**src/rtl/asmd_seq_multiplier.sv**
```systemverilog
// Sequential shift-and-add multiplier built as a three-state ASMD (IDLE/RUN/DONE).
// Define ASMD_SIGNED_MULT_EN to enable two's-complement operation via signed_mode.
module asmd_seq_multiplier #(
  parameter int WORD_LENGTH = 4,
  parameter int EARLY_EXIT  = 1
) (
  input  logic                       clk,
  input  logic                       reset,
  input  logic                       start,
  input  logic [WORD_LENGTH-1:0]     word0,
  input  logic [WORD_LENGTH-1:0]     word1,
  input  logic                       signed_mode,
  output logic [2*WORD_LENGTH-1:0]   product,
  output logic                       ready,
  output logic                       done
);

  localparam int PW = 2 * WORD_LENGTH;
  localparam int CW = $clog2(WORD_LENGTH);

  typedef enum logic [1:0] {IDLE, RUN, DONE} state_t;

  state_t                 state_q, state_d;
  logic [PW-1:0]          mcand_q, mcand_d;
  logic [PW-1:0]          acc_q, acc_d;
  logic [PW-1:0]          product_q, product_d;
  logic [WORD_LENGTH-1:0] mplier_q, mplier_d;
  logic [CW-1:0]          cnt_q, cnt_d;
  logic                   neg_q, neg_d;

  logic [WORD_LENGTH-1:0] op0_ld, op1_ld;
  logic                   neg_ld;

`ifdef ASMD_SIGNED_MULT_EN
  // The most negative value maps onto itself, which read unsigned is its exact magnitude.
  function automatic logic [WORD_LENGTH-1:0] magnitude(input logic [WORD_LENGTH-1:0] x);
    return x[WORD_LENGTH-1] ? -x : x;
  endfunction

  always_comb begin
    op0_ld = signed_mode ? magnitude(word0) : word0;
    op1_ld = signed_mode ? magnitude(word1) : word1;
    neg_ld = signed_mode & (word0[WORD_LENGTH-1] ^ word1[WORD_LENGTH-1]);
  end
`else
  logic unused_signed_mode;
  assign unused_signed_mode = signed_mode;
  assign op0_ld = word0;
  assign op1_ld = word1;
  assign neg_ld = 1'b0;
`endif

  always_comb begin
    state_d   = state_q;
    mcand_d   = mcand_q;
    mplier_d  = mplier_q;
    acc_d     = acc_q;
    cnt_d     = cnt_q;
    neg_d     = neg_q;
    product_d = product_q;
    case (state_q)
      IDLE: begin
        if (start) begin
          mcand_d  = {{WORD_LENGTH{1'b0}}, op0_ld};
          mplier_d = op1_ld;
          acc_d    = '0;
          cnt_d    = '0;
          neg_d    = neg_ld;
          state_d  = RUN;
        end
      end
      RUN: begin
        if (mplier_q[0]) acc_d = acc_q + mcand_q;
        mplier_d = mplier_q >> 1;
        mcand_d  = mcand_q << 1;
        cnt_d    = cnt_q + CW'(1);
        if ((cnt_q == CW'(WORD_LENGTH - 1)) || ((EARLY_EXIT != 0) && (mplier_d == '0))) begin
          state_d   = DONE;
          product_d = neg_q ? -acc_d : acc_d;
        end
      end
      DONE: state_d = IDLE;
      default: state_d = IDLE;
    endcase
  end

  always_ff @(posedge clk or posedge reset) begin
    if (reset) begin
      state_q   <= IDLE;
      mcand_q   <= '0;
      mplier_q  <= '0;
      acc_q     <= '0;
      cnt_q     <= '0;
      neg_q     <= 1'b0;
      product_q <= '0;
    end else begin
      state_q   <= state_d;
      mcand_q   <= mcand_d;
      mplier_q  <= mplier_d;
      acc_q     <= acc_d;
      cnt_q     <= cnt_d;
      neg_q     <= neg_d;
      product_q <= product_d;
    end
  end

  assign product = product_q;
  assign ready   = (state_q == IDLE);
  assign done    = (state_q == DONE);

endmodule

```
**config.mk**
```make
export PLATFORM = sky130hd
export DESIGN_NAME = asmd_seq_multiplier
export DESIGN_NICKNAME = d
export VERILOG_FILES = /design/src/rtl/asmd_seq_multiplier.sv
export SDC_FILE = /design/constraint.sdc
export NUM_CORES = 1
export LEC_CHECK = 0
export BUFFER_PORTS_ARGS = -buffer_cell sky130_fd_sc_hd__buf_2
export CORE_ASPECT_RATIO = 0.7
export CORE_MARGIN = 1.5
export CORE_UTILIZATION = 56
export DETAILED_ROUTE_END_ITERATION = 10
export PLACE_DENSITY = 0.87
export SETUP_SLACK_MARGIN = 0.15
export SLEW_MARGIN = 20
export SYNTH_ARGS = -nofsm -noshare
export SYNTH_HDL_FRONTEND = slang
export SYNTH_SLANG_ARGS = --single-unit
```
**constraint.sdc**
```tcl
create_clock -name clk -period 2.5 [get_ports clk]
set_input_delay 0.5 -clock clk [delete_from_list [all_inputs] [get_ports clk]]
set_output_delay 0.5 -clock clk [all_outputs]
set_load 0.02 [all_outputs]
```
* After elaboration in Yosys (flattened, before gate mapping) *
Index checks and enable logic that the tools add are counted.

word-level totals
  register bits = 32
  input port bits = 12
  output and inout port bits = 10
  logic and storage cells = 33

operators by class
  $add $sub $neg = 2
  equal/unequal tests = 5
  multiplexer cells = 13
  reduce and logical (&&, ||, !) cells = 7

operators with widths
  kind                                            count
  2-to-1 mux 8 bit                                4
  one-hot mux 8 bit (2 select lines)              2
  adder 8 bit                                     1
  one-hot mux 2 bit (2 select lines)              2
  one-hot mux 4 bit (2 select lines)              1
  2-to-1 mux 2 bit                                3
  AND reduction 2 bit                             3
  == test 2 bit (second input constant)           2
  logical NOT 4 bit                               1
  2-to-1 mux 4 bit                                1
  inequality test 2 bit (second input constant)   2
  adder 2 x 1 -> 2 bit (second input constant)    1
  == test 2 x 1 -> 1 bit (second input constant)  1
  logical NOT 2 bit                               1
  nonzero test 2 bit                              1
  logical OR 1 bit                                1

* Depth between registers and ports, before layout *
Gate-level depths: netlist (run 1).

  depth in word-level cells = 4
  depth in mapped cells = 7
  mapped depth without buffers = 7

* Worst setup path before layout (run 1) *
Ideal clock, no wire load.

  path type = register to register
  start = register mcand_q[0]
  end = register product_q[6], in the netlist product[6]
  setup time = 0.123 ns
  arrival = 2.019 ns
  required time = 2.377 ns
  setup slack = 0.358 ns
  stages on the path, launching flop included = 8
  path buffers = 0
  clock period less this slack = 2.142 ns
  path through = dfrtp_1 ha_1 fa_1 a21o_1 a41o_1 or3_1 a31oi_1 o21ai_1

on the way
  cells in the longest elaborated chain, start to end = 3

ends and longest elaborated chain
  element                 line  source
  from (decl)             24    logic [PW-1:0] mcand_q, mcand_d;
  from (signal assigned)  98    mcand_q <= mcand_d;
  adder 8 bit             73    if (mplier_q[0]) acc_d = acc_q + mcand_q;
  2-to-1 mux 8 bit        73
  2-to-1 mux 8 bit        61    case (state_q)
  to (signal assigned)    103   product_q <= product_d;
  to (decl)               26    logic [PW-1:0] product_q, product_d;

No other way between the ends. The select of a mux whose other input is x is not followed.
A chain may end at the register's enable or synchronous reset.

* Worst setup path after layout (run 1) *
  start = register mcand_q[0]
  end = register acc_q[6]

on the way
  cells in the longest elaborated chain, start to end = 4

ends and longest elaborated chain
  element                             line  source
  adder 8 bit                         73
  2-to-1 mux 8 bit                    73
  2-to-1 mux 8 bit                    61
  one-hot mux 8 bit (2 select lines)  61
  to (signal assigned)                92    acc_q <= '0;
  to (signal assigned)                100   acc_q <= acc_d;
  to (decl)                           25    logic [PW-1:0] acc_q, acc_d;

No other way between the ends. The select of a mux whose other input is x is not followed.

==> impl_metrics.csv, run 1 <==
group,metric,value,unit
timing,rsz0062_at_grt,"false",
floorplanning,die_h,48.9,µm
final_layout,diodes,0,
critical_path,required,2.67,ns
routing,wl,3520,µm
timing,setup_viol,0,
power_and_ir_drop,power.density,1310,nW/µm²
routing,wl_per_cell,15.4,µm
yosys,synth-warning-count,0,
timing,fin_crit_sh,0.884,
outcome,status,"completed",
yosys,yosys.area.top_type_share,0.475,
clocking,cts_hold_buf,0,
timing,layout_min_cycle_time,2.21,ns
yosys,ys_ff_latch,32,
global_routing,antenna_found_initial,0,
critical_path,cp.arrival,2.39,ns
critical_path,rr_worst_depth,7,
clocking,path_clk_slew,0.07,ns
floorplanning,die-area,3350,µm²
placement,dp.cells,220,
timing,tightest_slew,0.603,ns
routing,drc,0,
timing,fin_ws,0.289,ns
yosys,synth.most_common_cell,"dfrtp_1",
final_layout,fillers,206,
clocking,cts_buffers,5,
global_routing,grt-busiest-layer,"met2",
timing,hold_viol_final,0,
yosys,synth_area,1680,µm²
yosys,synth_seq_area_share,0.475,
critical_path,cp-end-kind,"flip-flop",
global_routing,grt_pass1_vias,1310,
yosys,ys_top_cells_by_count,"dfrtp_1 (32), o21ai_0 (23), nand2_1 (16), nor2b_1 (14), a21oi_1 (12)",
yosys,yosys-top-cells-area,"dfrtp_1 (48%), o21ai_0 (6.8%), ha_1 (5.9%)",
critical_path,start_kind,"flip-flop",
placement,dp_slack,0.207,ns
clocking,clk_latency,0.29,ns
timing,slew_viol_final,0,
yosys,synth_flop_cell,"dfrtp_1",
timing,fin_setup_tns,0,ns
clocking,root_buffer,"clkbuf_8",
global_routing,grt_start_max_net_pins,33,
critical_path,critPathKind,"reg -> reg",
power_and_ir_drop,power.total,2.57,mW
global_routing,grt_pass1_wl,5930,µm
yosys,synth_edf_count,0,
final_layout,drive_gt1_frac,0.193,
routing,route.detailed.vias_per_inst,5.96,
global_routing,groute.layer.met3.usage,0.0970,
floorplanning,rows,16,
final_layout,area_growth,16.4,%
routing,dr.pass1.iters,4,
yosys,avgSynthCellArea,10.0,µm²
final_layout,final_core_util,0.695,
routing,vias,1360,
yosys,async_flop_share,1.00,
clocking,htreeDepth,2,
floorplanning,fp.coreArea,2820,µm²
placement,io_buffer_count,20,
yosys,synth_nets,189,
timing,slew-limit-headroom,0.597,
floorplanning,chipWidth,68.5,µm
min_path,min_path_type,"in -> async",
power_and_ir_drop,p_leak,0.954,nW
clocking,clkSinkCount,32,
critical_path,worstPathMaxFanout,4,
global_routing,met1_usage,0.339,
yosys,ys_types,33,
global_routing,overflow,0,
timing,max_freq,0.452,GHz
final_layout,finalInstanceArea,1960,µm²
placement,dpl_cell_area,1820,µm²
floorplanning,start_util,0.597,
global_routing,track_usage,0.241,
run,maxCapViolCount,0,
routing,drtAntennaViolNets,0,
placement,gp_congestion,0.854,
final_layout,fin_cells,228,
routing,drt_iter0_drc,101,
floorplanning,pin_count,22,
clocking,clockBufferDepth,2,
yosys,netlist_instances,168,
timing,hold_ws,0.281,ns
global_routing,grt.met2_usage,0.341,
power_and_ir_drop,ir_drop,0.637,mV
timing,fin_skew,0.00721,ns
clocking,cts_tree,"done",
placement,hpwl,2450,µm
clocking,cts_setup_buffers,0,
yosys,yosys.area.top_type,"dfrtp_1",
final_layout,final_nets,212,
[cell usage in the layout (no fill, tap or decap), types with 2 or more instances in the layout]
master and n:
a21o_1 4, a21oi_1 12, a22o_1 10, a22oi_1 6, a31oi_1 2, buf_2 20
buf_4 3, clkbuf_8 7, dfrtp_1 32, ha_1 7, inv_1 3, mux2i_1 5
nand2_1 16, nor2_1 4, nor2b_1 14, nor3_1 2, o21ai_0 23, o21ai_1 2
xnor2_1 3
[sequential cells by signal (all words and copies together) (netlist names)]
signal	flops
acc_q	8
mcand_q	8
product	8
mplier_q	4
cnt_q	2
state_q	2
[cell families after synthesis]
kind of cell / Yosys count / share of synthesized area
AOI/OAI and AO/OA: 66 / 0.252
xor gates and xnor gates: 4 / 0.0208
adders and majority gates: 9 / 0.0713
buffers and inverters: 10 / 0.0238
DFF: 32 / 0.475
muxes: 5 / 0.0297
and+or+nand+nor: 42 / 0.127
[report_power, final]
part           leakage, nW  internal (mW)  switching (mW)
clock network       0.0645          0.351           0.195
logic                0.467          0.468           0.596
registers            0.423          0.718           0.240
[final timing paths]
kind	from	end	slack (ns)
min	reset	acc_q[4]	0.28
max in group asynchronous	reset	mplier_q[3]	1.92
max	mcand_q[0]	acc_q[6]	0.29
min in group clk	product[4]	product[4]	0.48
max reg2reg	mcand_q[0]	acc_q[6]	0.29
min reg2reg	product[4]	product[4]	0.48
[metal layers]
metal	vias up	share of wire	wire [µm]
li1	656	-	-
met2	38	0.44	1560
met3	7	0.056	197
met4	0	0.0097	34
met1	659	0.49	1730
met5	-	0	0
[worst max-delay path: stages (launching register included)]
cell	delay, ns
dfrtp_1	0.41
ha_2	0.23
fa_2	0.37
a21o_1	0.20
a41o_1	0.25
or3_1	0.35
a31oi_2	0.20
o21ai_1	0.08
[repair_timing]
item,4_1_cts,5_1_grt
gates resized for setup,0,3
setup endpoints to repair,0,2
endpoints found under the hold margin,0,0
[cell type report]
cell class,instances,area (µm²),area share
multi-input cells,126,855,0.436
clock buffers,7,96.3,0.0491
inverters,3,11.3,0.00574
clock inverters,1,30.0,0.0153
flip-flops and latches,32,801,0.408
well taps,36,45.0,0.0230
repair buffers,23,123,0.0625
Note: power is estimated with default switching activity, not from simulation.
==> inputs of run 2 (changes only) <==
--- a/config.mk
+++ b/config.mk
@@ -8,9 +8,10 @@
 export BUFFER_PORTS_ARGS = -buffer_cell sky130_fd_sc_hd__buf_2
 export CORE_ASPECT_RATIO = 0.7
 export CORE_MARGIN = 1.5
-export CORE_UTILIZATION = 56
+export CORE_UTILIZATION = 46
 export DETAILED_ROUTE_END_ITERATION = 10
-export PLACE_DENSITY = 0.87
+export HOLD_SLACK_MARGIN = 0.15
+export PLACE_DENSITY = 0.77
 export SETUP_SLACK_MARGIN = 0.15
 export SLEW_MARGIN = 20
 export SYNTH_ARGS = -nofsm -noshare
==> constraint.sdc (replaced) <==
create_clock -name clk -period 2 [get_ports clk]
set_input_delay 0.4 -clock clk [delete_from_list [all_inputs] [get_ports clk]]
set_output_delay 0.4 -clock clk [all_outputs]
set_load 0.02 [all_outputs]
==> impl_metrics.csv, run 2 (synthesis gave the netlist of run 1 again) <==
group,metric,value,unit
clocking,path_clk_slew,0.07,ns
critical_path,critPathKind,"reg -> reg",
power_and_ir_drop,power.total,3.45,mW
critical_path,critPathBufInv,0,
timing,fin_crit_sh,1.02,
placement,dpl_cell_area,1890,µm²
routing,vias,1424,
global_routing,track_usage,0.218,
timing,slew-limit-headroom,0.624,
floorplanning,pin_count,22,
timing,fin_setup_tns,-0.0730,ns
global_routing,antenna_found_initial,0,
critical_path,start_kind,"flip-flop",
critical_path,worstPathMaxFanout,2,
routing,wl,4030,µm
global_routing,overflow,0,
floorplanning,die_h,53.6,µm
critical_path,critPathLaunch,"acc_q[0]",
floorplanning,die-area,4040,µm²
final_layout,finalInstanceArea,2110,µm²
power_and_ir_drop,power.density,1640,nW/µm²
floorplanning,chipWidth,75.3,µm
timing,hold_viol_final,0,
critical_path,cp_num_cells,7,
floorplanning,start_util,0.479,
outcome,status,"finished, violations left",
global_routing,grt_start_max_net_pins,33,
power_and_ir_drop,ir_drop,0.948,mV
timing,rsz0062_at_grt,"true",
critical_path,crit_family,"compound AO/OA/AOI/OAI gates",
final_layout,diodes,0,
critical_path,cp_slowest_stage_delay,0.40,ns
routing,drt_iter0_drc,69,
placement,hpwl,2630,µm
timing,layout_min_cycle_time,2.04,ns
routing,dr.pass1.iters,4,
outcome,violations,"setup timing",
clocking,clockBufferDepth,2,
final_layout,drive_gt1_frac,0.274,
floorplanning,rows,18,
final_layout,layout.cells.most_common_list,"dfrtp_1 (29), o21ai_0 (21), buf_2 (20), nand2_1 (16), nor2b_1 (14)",
critical_path,rr_worst_depth,7,
critical_path,cp-endpoint,"acc_q[6]",
critical_path,required,2.18,ns
timing,fin_ws,-0.0376,ns
final_layout,fin_cells,251,
critical_path,cp-end-kind,"flip-flop",
run,maxCapViolCount,0,
placement,dp_slack,-0.0933,ns
clocking,cts_buffers,5,
final_layout,final_nets,221,
global_routing,grt_pass1_vias,1404,
critical_path,reg2reg_from,"acc_q[0]",
clocking,clkSinkCount,32,
timing,hold_ws,0.173,ns
routing,drtAntennaViolNets,0,
timing,tightest_slew,0.562,ns
clocking,root_buffer,"clkbuf_8",
placement,dp.cells,240,
power_and_ir_drop,p_leak,0.986,nW
timing,slew_viol_final,0,
clocking,clk_latency,0.30,ns
placement,io_buffer_count,20,
final_layout,area_growth,25.0,%
critical_path,r2r_end,"acc_q[6]",
final_layout,final_common_cell,"dfrtp_1",
routing,drc,0,
critical_path,cp.arrival,2.22,ns
global_routing,grt_pass1_wl,6330,µm
clocking,htreeDepth,2,
floorplanning,fp.coreArea,3510,µm²
critical_path,crit_path_top_delay_cell,"dfrtp_1",
routing,wl_per_cell,16.0,µm
timing,setup_viol,2,
clocking,cts_tree,"done",
final_layout,final_core_util,0.599,
placement,gp_congestion,0.965,
critical_path,r2r_slack,-0.04,ns
timing,max_freq,0.491,GHz
critical_path,path_cells,"ha_2 -> fa_2 -> a21o_1 -> a41o_1 -> or3_4 -> a31oi_4 -> o21ai_1",
timing,fin_skew,0.00646,ns
min_path,min_path_type,"in -> async",
routing,route.detailed.vias_per_inst,5.67,
clocking,cts_hold_buf,0,
run 2: changes by cell type in the layout (fill, tap and decap cells not counted), sizes merged:
cell and change:
buf +9, clkbuf -2, clkinv +1, clkinvlp +1
run 2: worst min-delay path by stage:
stage	end	slack, ns
2_1_floorplan	cnt_q[0]	0.47
3_3_place_gp	product[2]	0.46
3_5_place_dp	product[5]	0.47
4_1_cts	product[2]	0.19
5_1_grt	mcand_q[6]	0.24
6_report	product[2]	0.17
run 2: area by class of cell:
cell class | count | area [µm²]
fill | 309 | 1410
clock inverter | 3 | 42.5
multi-input combinational | 126 | 926
tap | 50 | 62.6
clock buffer | 5 | 68.8
sequential | 32 | 805
timing repair buffer | 32 | 190
inverter | 3 | 11.3
run 2: metal layers:
metal / GRT usage / vias up / share of wire
li1: - / 678 / -
met1: 0.273 / 696 / 0.46
met2: 0.348 / 46 / 0.48
met3: 0.0562 / 4 / 0.052
met4: 0.119 / 0 / 0.0079
met5: 0 / - / 0
run 2: where the power goes:
part	leakage (nW)	internal (mW)	switching, mW
Combinational	0.513	0.759	0.864
Clock	0.0541	0.368	0.265
Sequential	0.419	0.903	0.293
run 2: worst register-to-register path: stages (launching register included):
cell,delay [ns]
dfrtp_1,0.40
ha_2,0.21
fa_2,0.35
a21o_1,0.20
a41o_1,0.19
or3_4,0.34
a31oi_4,0.15
o21ai_1,0.09
run 2: repair_timing:
item | CTS | global route
gates resized for setup | 3 | 11
gates cloned | 0 | 0
setup endpoints to repair | 4 | 6
buffers inserted | 1 | 2
pin swaps | 2 | 3
